--- config.mk ---
export PLATFORM = sky130hd
export DESIGN_NAME = sram_stage_sequencer
export DESIGN_NICKNAME = d
export VERILOG_FILES = /design/src/rtl/sram_stage_sequencer_pkg.sv /design/src/rtl/sram_port_mux.sv /design/src/rtl/sram_stage_sequencer.sv
export SDC_FILE = /design/constraint.sdc
export NUM_CORES = 1
export LEC_CHECK = 0
export BUFFER_PORTS_ARGS = -buffer_cell sky130_fd_sc_hd__buf_2
export CAP_MARGIN = 20
export CELL_PAD_IN_SITES_DETAIL_PLACEMENT = 0
export CELL_PAD_IN_SITES_GLOBAL_PLACEMENT = 2
export CORE_MARGIN = 5
export CORE_UTILIZATION = 24
export CTS_CLUSTER_SIZE = 20
export DETAILED_ROUTE_END_ITERATION = 8
export PLACE_DENSITY_LB_ADDON = 0.2
export SLEW_MARGIN = 20
export SYNTH_ARGS = -nofsm -noshare
export SYNTH_HDL_FRONTEND = slang
export SYNTH_SLANG_ARGS = --single-unit
--- constraint.sdc ---
create_clock -name clk_div_by_two -period 2.3 [get_ports clk_div_by_two]
set_clock_uncertainty 0.1 [all_clocks]
set_input_delay 0.575 -clock clk_div_by_two [delete_from_list [all_inputs] [get_ports clk_div_by_two]]
set_output_delay 0.575 -clock clk_div_by_two [all_outputs]
set_load 0.05 [all_outputs]
--- src/rtl/sram_stage_sequencer_pkg.sv ---
// Shared definitions for the SRAM stage sequencer: FSM encoding and SRAM port widths.
package sram_stage_sequencer_pkg;

    localparam int ADDR_W = 18;
    localparam int DATA_W = 32;

    typedef enum logic [2:0] {
        ST_IDLE      = 3'd0,
        ST_ENABLE    = 3'd1,
        ST_WAIT_DONE = 3'd2,
        ST_RELEASE   = 3'd3,
        ST_FINISH    = 3'd4
    } state_e;

    // Index width that stays legal for single-entry ranges.
    function automatic int safe_clog2(input int value);
        return (value > 1) ? $clog2(value) : 1;
    endfunction

endpackage

--- src/rtl/sram_port_mux.sv ---
// Registered N-to-1 selector placing the granted stage's write port onto the shared SRAM port.
module sram_port_mux
    import sram_stage_sequencer_pkg::*;
#(
    parameter int NUM_STAGES = 4
) (
    input  logic                         clk,
    input  logic                         reset_n,
    input  logic [NUM_STAGES-1:0]        sel,
    input  logic [NUM_STAGES-1:0]        stage_wren,
    input  logic [ADDR_W*NUM_STAGES-1:0] stage_address,
    input  logic [DATA_W*NUM_STAGES-1:0] stage_data_write,
    output logic                         wren,
    output logic [ADDR_W-1:0]            address,
    output logic [DATA_W-1:0]            data_write
);

    logic [ADDR_W-1:0] addr_arr [NUM_STAGES];
    logic [DATA_W-1:0] data_arr [NUM_STAGES];

    genvar gi;
    generate
        for (gi = 0; gi < NUM_STAGES; gi++) begin : g_unpack
            assign addr_arr[gi] = stage_address[gi*ADDR_W +: ADDR_W];
            assign data_arr[gi] = stage_data_write[gi*DATA_W +: DATA_W];
        end
    endgenerate

    logic              wren_d, wren_q;
    logic [ADDR_W-1:0] address_d, address_q;
    logic [DATA_W-1:0] data_write_d, data_write_q;

    // AND-OR select: an all-zero select yields an idle (non-writing) port.
    always_comb begin
        wren_d       = 1'b0;
        address_d    = '0;
        data_write_d = '0;
        for (int i = 0; i < NUM_STAGES; i++) begin
            if (sel[i]) begin
                wren_d       = wren_d | stage_wren[i];
                address_d    = address_d | addr_arr[i];
                data_write_d = data_write_d | data_arr[i];
            end
        end
    end

    always_ff @(posedge clk) begin
        if (!reset_n) begin
            wren_q       <= 1'b0;
            address_q    <= '0;
            data_write_q <= '0;
        end else begin
            wren_q       <= wren_d;
            address_q    <= address_d;
            data_write_q <= data_write_d;
        end
    end

    assign wren       = wren_q;
    assign address    = address_q;
    assign data_write = data_write_q;

endmodule

--- src/rtl/sram_stage_sequencer.sv ---
// Grants the shared frame SRAM port to the masked stages one at a time, in ascending order,
// aborting a stage that holds the port too long.
module sram_stage_sequencer
    import sram_stage_sequencer_pkg::*;
#(
    parameter int NUM_STAGES     = 4,
    parameter int TIMEOUT_CYCLES = 1048576,
    localparam int CS_W          = safe_clog2(NUM_STAGES)
) (
    input  logic                         clk_div_by_two,
    input  logic                         reset_n,
    input  logic                         start,
    input  logic [NUM_STAGES-1:0]        stage_mask,
    output logic [NUM_STAGES-1:0]        stage_enable,
    input  logic [NUM_STAGES-1:0]        stage_done,
    input  logic [NUM_STAGES-1:0]        stage_wren,
    input  logic [ADDR_W*NUM_STAGES-1:0] stage_address,
    input  logic [DATA_W*NUM_STAGES-1:0] stage_data_write,
    output logic                         wren,
    output logic [ADDR_W-1:0]            address,
    output logic [DATA_W-1:0]            data_write,
    output logic                         busy,
    output logic                         sequence_done,
    output logic                         timeout_error,
    output logic [CS_W-1:0]              current_stage
);

    localparam int TM_W = safe_clog2(TIMEOUT_CYCLES);
    localparam logic [TM_W-1:0] TM_LIMIT = TM_W'(TIMEOUT_CYCLES - 1);

    state_e                  state_d, state_q;
    logic [NUM_STAGES-1:0]   pending_d, pending_q;
    logic [NUM_STAGES-1:0]   stage_enable_d, stage_enable_q;
    logic [CS_W-1:0]         current_stage_d, current_stage_q;
    logic [TM_W-1:0]         timer_d, timer_q;
    logic                    busy_d, busy_q;
    logic                    sequence_done_d, sequence_done_q;
    logic                    timeout_error_d, timeout_error_q;

    logic [CS_W-1:0]         lowest_idx;
    logic [NUM_STAGES-1:0]   lowest_onehot;
    logic                    done_cur;

    // Scan downward so the lowest set pending bit is the one left standing.
    always_comb begin
        lowest_idx    = '0;
        lowest_onehot = '0;
        for (int i = NUM_STAGES - 1; i >= 0; i--) begin
            if (pending_q[i]) begin
                lowest_idx    = CS_W'(i);
                lowest_onehot = '0;
                lowest_onehot[i] = 1'b1;
            end
        end
    end

    assign done_cur = stage_done[current_stage_q];

    always_comb begin
        state_d         = state_q;
        pending_d       = pending_q;
        stage_enable_d  = stage_enable_q;
        current_stage_d = current_stage_q;
        timer_d         = timer_q;
        busy_d          = busy_q;
        sequence_done_d = 1'b0;
        timeout_error_d = timeout_error_q;
        case (state_q)
            ST_IDLE: begin
                if (start) begin
                    pending_d       = stage_mask;
                    timeout_error_d = 1'b0;
                    busy_d          = 1'b1;
                    state_d         = (|stage_mask) ? ST_ENABLE : ST_FINISH;
                end
            end
            ST_ENABLE: begin
                stage_enable_d  = lowest_onehot;
                current_stage_d = lowest_idx;
                timer_d         = '0;
                state_d         = ST_WAIT_DONE;
            end
            ST_WAIT_DONE: begin
                // A done arriving on the last permitted cycle still counts as success.
                if (done_cur) begin
                    pending_d      = pending_q & ~stage_enable_q;
                    stage_enable_d = '0;
                    state_d        = ST_RELEASE;
                end else if (timer_q == TM_LIMIT) begin
                    timeout_error_d = 1'b1;
                    pending_d       = '0;
                    stage_enable_d  = '0;
                    state_d         = ST_RELEASE;
                end else if (timer_q != '1) begin
                    timer_d = timer_q + 1'b1;
                end
            end
            ST_RELEASE: begin
                if (!done_cur) begin
                    state_d = (|pending_q) ? ST_ENABLE : ST_FINISH;
                end
            end
            ST_FINISH: begin
                sequence_done_d = 1'b1;
                busy_d          = 1'b0;
                current_stage_d = '0;
                state_d         = ST_IDLE;
            end
            default: begin
                state_d = ST_IDLE;
            end
        endcase
    end

    always_ff @(posedge clk_div_by_two) begin
        if (!reset_n) begin
            state_q         <= ST_IDLE;
            pending_q       <= '0;
            stage_enable_q  <= '0;
            current_stage_q <= '0;
            timer_q         <= '0;
            busy_q          <= 1'b0;
            sequence_done_q <= 1'b0;
            timeout_error_q <= 1'b0;
        end else begin
            state_q         <= state_d;
            pending_q       <= pending_d;
            stage_enable_q  <= stage_enable_d;
            current_stage_q <= current_stage_d;
            timer_q         <= timer_d;
            busy_q          <= busy_d;
            sequence_done_q <= sequence_done_d;
            timeout_error_q <= timeout_error_d;
        end
    end

    // Selecting on the next-cycle enable keeps the mux output aligned with stage_enable.
    sram_port_mux #(
        .NUM_STAGES (NUM_STAGES)
    ) u_port_mux (
        .clk              (clk_div_by_two),
        .reset_n          (reset_n),
        .sel              (stage_enable_d),
        .stage_wren       (stage_wren),
        .stage_address    (stage_address),
        .stage_data_write (stage_data_write),
        .wren             (wren),
        .address          (address),
        .data_write       (data_write)
    );

    assign stage_enable  = stage_enable_q;
    assign busy          = busy_q;
    assign sequence_done = sequence_done_q;
    assign timeout_error = timeout_error_q;
    assign current_stage = current_stage_q;

endmodule

==> metrics.cfg <==
[status]
outcome=completed

[routing]
vias=8916
wl_per_cell_um=23.1
first_pass_iters=7
routed_via_density=6.05
remaining_drc_errors=0
wirelength_um=34100
drt_iter0_drc=961
drtAntennaViolNets=0

[finish]
nNetsFinal=1340
drive_above_1_share_pct=38.8
area.growth.synth_to_final_pct=44.5

[pwr]
seqPwrFrac_pct=33.8
power.internal_w=0.00290
p_sw_share_pct=40.0
p_leak_nw=3.94
peakVddDrop_uv=356
p_comb_share_pct=32.8
p_sw_w=0.00193
cellPowerDensity_nw_per_um2=517
clockPowerShare_pct=33.4
total_power_w=0.00483

[floorplan]
num_rows=60
io-pin-count=275
floorplan.core_area_um2=26800
start_util_pct=24.2
die_x_um=174
die-area_um2=30400
die_y_um=174

[logic_synthesis]
synthArstFlopShare_pct=0
ys_ff_latch=87
synth.avg_cell_area_um2=7.62
syn_area_um2=6480
ys_types=53
ys_warn_count=0
synth_edf_count=0
ys_seq_area_share_pct=26.9
synthFlopType=dfxtp_1
synth_cells=850
syn_nets=1066

[timing]
final-setup-viol-count=0
hold_viol_final=0
whs_ps=328
final.period_utilization_pct=98.1
relSlewSlack_pct=51.5
worst_slew_pin_slew_ps=728
drv_slew=0
fin_crit_ps=2260
fmax_mhz=443

[flow_run]
cap_violations=0

[clock_network]
cts.sinks=87
cts_htree_levels=3
clkLatencyLatePin_ps=360
numCtsBuffers=9
cts_tree=built
clock_tree.root_cell=clkbuf_16
path_clk_slew_ps=80
cts_buffer_depth=2

[global_route]
grt_pass1_vias=8521
antenna_found_initial=3
grt.total_usage_pct=20.9
grt_first_pass_wirelength_um=51000
grt_max_degree=47
grt-ovfl-total=0

[setup_path]
worstSetupPathType=reg -> reg
startpoint_type=flop
arrival_ps=2450
endpoint_kind=flop
critPathRequiredTime_ps=2490
cp_max_fo=9

[place]
hpwl_um=23200
portBuffers=274
gp_congestion=0.787

[hold_path]
hold_class=in -> reg

## power groups by stage
| stage | Combinational [W] | Sequential, W | Clock (W) |
|---|---|---|---|
| after CTS | 0.00155 | 0.00164 | 0.00167 |
| after detailed placement | 0.00153 | 0.00167 | 0 |
| after global routing | 0.00169 | 0.00165 | 0.00173 |
| after global placement | 0.00154 | 0.00167 | 0 |
| after floorplan | 0.000586 | 0.00189 | 0 |
| final | 0.00159 | 0.00164 | 0.00161 |
## final timing paths
kind | startpoint | endpoint | slack, ps | cells past startpoint
min reg2reg | timer_q[19]$_SDFFE_PN0P_ | timer_q[19]$_SDFFE_PN0P_ | 380 | 2
max reg2reg | current_stage[0]$_SDFFE_PN0P_ | timer_q[7]$_SDFFE_PN0P_ | 40 | 7
max | current_stage[0]$_SDFFE_PN0P_ | timer_q[7]$_SDFFE_PN0P_ | 40 | 7
min | stage_address[38] | u_port_mux.address[2]$_SDFF_PN0_ | 330 | 2
## worst max-delay path: stages, from the launching register on
cell,delay [ps]
dfxtp_4,360
mux4_2,570
nor2_4,160
buf_4,130
o21ai_4,60
buf_4,180
or4_1,490
a21oi_1,140
## state kept, by name (all words and copies together), names as in the netlist
| name | cells |
|---|---|
| timer_q | 20 |
| u_port_mux.data_write | 32 |
| current_stage | 2 |
| u_port_mux.address | 18 |
| sequence_done | 1 |
| pending_q | 4 |
| timeout_error | 1 |
| stage_enable | 4 |
| busy | 1 |
| u_port_mux.wren | 1 |
| state_q | 3 |
## layout by cell type (no fill, tap or decap), types with 3 or more instances in the layout
| cell | n |
|---|---|
| buf_2 | 274 |
| o21ai_0 | 145 |
| dfxtp_1 | 76 |
| buf_4 | 76 |
| nand4_1 | 55 |
| and3_1 | 54 |
| nor4_1 | 53 |
| a222oi_1 | 51 |
| a22oi_1 | 50 |
| a221o_1 | 50 |
| nand2_1 | 23 |
| a21oi_1 | 20 |
| nor2_1 | 16 |
| o21ai_1 | 14 |
| buf_12 | 14 |
| nand3_1 | 11 |
| clkbuf_16 | 10 |
| dfxtp_2 | 10 |
| buf_6 | 9 |
| inv_1 | 7 |
| o2111ai_1 | 7 |
| nor3_1 | 6 |
| nand2b_1 | 5 |
| o41ai_1 | 5 |
| nor2b_1 | 5 |
| or4_1 | 5 |
| a211oi_1 | 5 |
| nand3b_1 | 4 |
| diode_2 | 3 |
| and4_1 | 3 |
| or4_4 | 3 |
| o211ai_1 | 3 |
| o21ai_2 | 3 |
| o311ai_0 | 3 |
| inv_6 | 3 |
| clkinv_8 | 3 |
## through the flow
| stage | cell area, um^2 | setup slack, ps | TNS (ps) | instances | utilization (%) |
|---|---|---|---|---|---|
| floorplan | 6500 | -0.556 | -0.556 | 850 | - |
| global placement | 8760 | -295 | -8220 | 1441 | 32.7 |
| detailed placement | 8760 | -329 | -10350 | 1441 | 32.7 |
| CTS | 9150 | 10.4 | 0 | 1461 | 34.1 |
| global route | 9360 | -36.3 | -56.8 | 1473 | 34.9 |
| finish | 9360 | 43.1 | 0 | 1473 | 34.9 |
## what timing repair did
item	CTS	global route
endpoints found under the setup margin	64	70
hold buffers	0	0
pin swaps	3	13
setup buffers	4	7
endpoints found under the hold margin	0	0
gates cloned	0	3
gates resized for setup	18	34
## synthesized netlist by cell type, drive strengths merged (10+ instances only)
master,instances,area (um^2)
dfxtp,87,1740
nor2,18,70.1
a222oi,51,510
nor4,56,357
nand3,12,60.1
a22oi,50,375
a21oi,22,110
nand2,24,90.1
and3,56,350
o21ai,163,816
nor3,10,50.1
nand4,55,344
a221o,50,500
buf,10,53.8
clkbuf,103,387
## cell families (layout without fill, tap and decap cells)
| kind of cell | count (synthesis) | in the layout | share of synthesized area (%) |
|---|---|---|---|
| AND/OR/NAND/NOR | 263 | 263 | 24.1 |
| adder cells (fa/ha/maj) | 1 | 1 | 0.193 |
| XOR/XNOR | 2 | 2 | 0.270 |
| buffers and inverters | 121 | 398 | 7.26 |
| multiplexers | 2 | 2 | 0.502 |
| other | 0 | 3 | 0 |
| flip-flops | 87 | 87 | 26.9 |
| AO/OA/AOI/OAI | 374 | 376 | 40.7 |
## cell type report
type                       count  area, um^2
sequential                    87        1760
tap                          341         427
clock buffer                   9         225
antenna                        3        7.51
clock inverter                 7        86.3
multi-input combinational    644        4480
timing repair buffer         374        2350
inverter                       8        30.0
fill                        2862       17400
## layer usage
layer / wire length [um] / vias to the layer above / track usage, %
met5: 0 / - / 0
met3: 2640 / 30 / 3.44
met4: 505 / 0 / 6.00
met1: 14800 / 4330 / 28.7
met2: 16100 / 469 / 33.8
li1: - / 4087 / -
No activity file was read; power rests on OpenSTA's default activity.
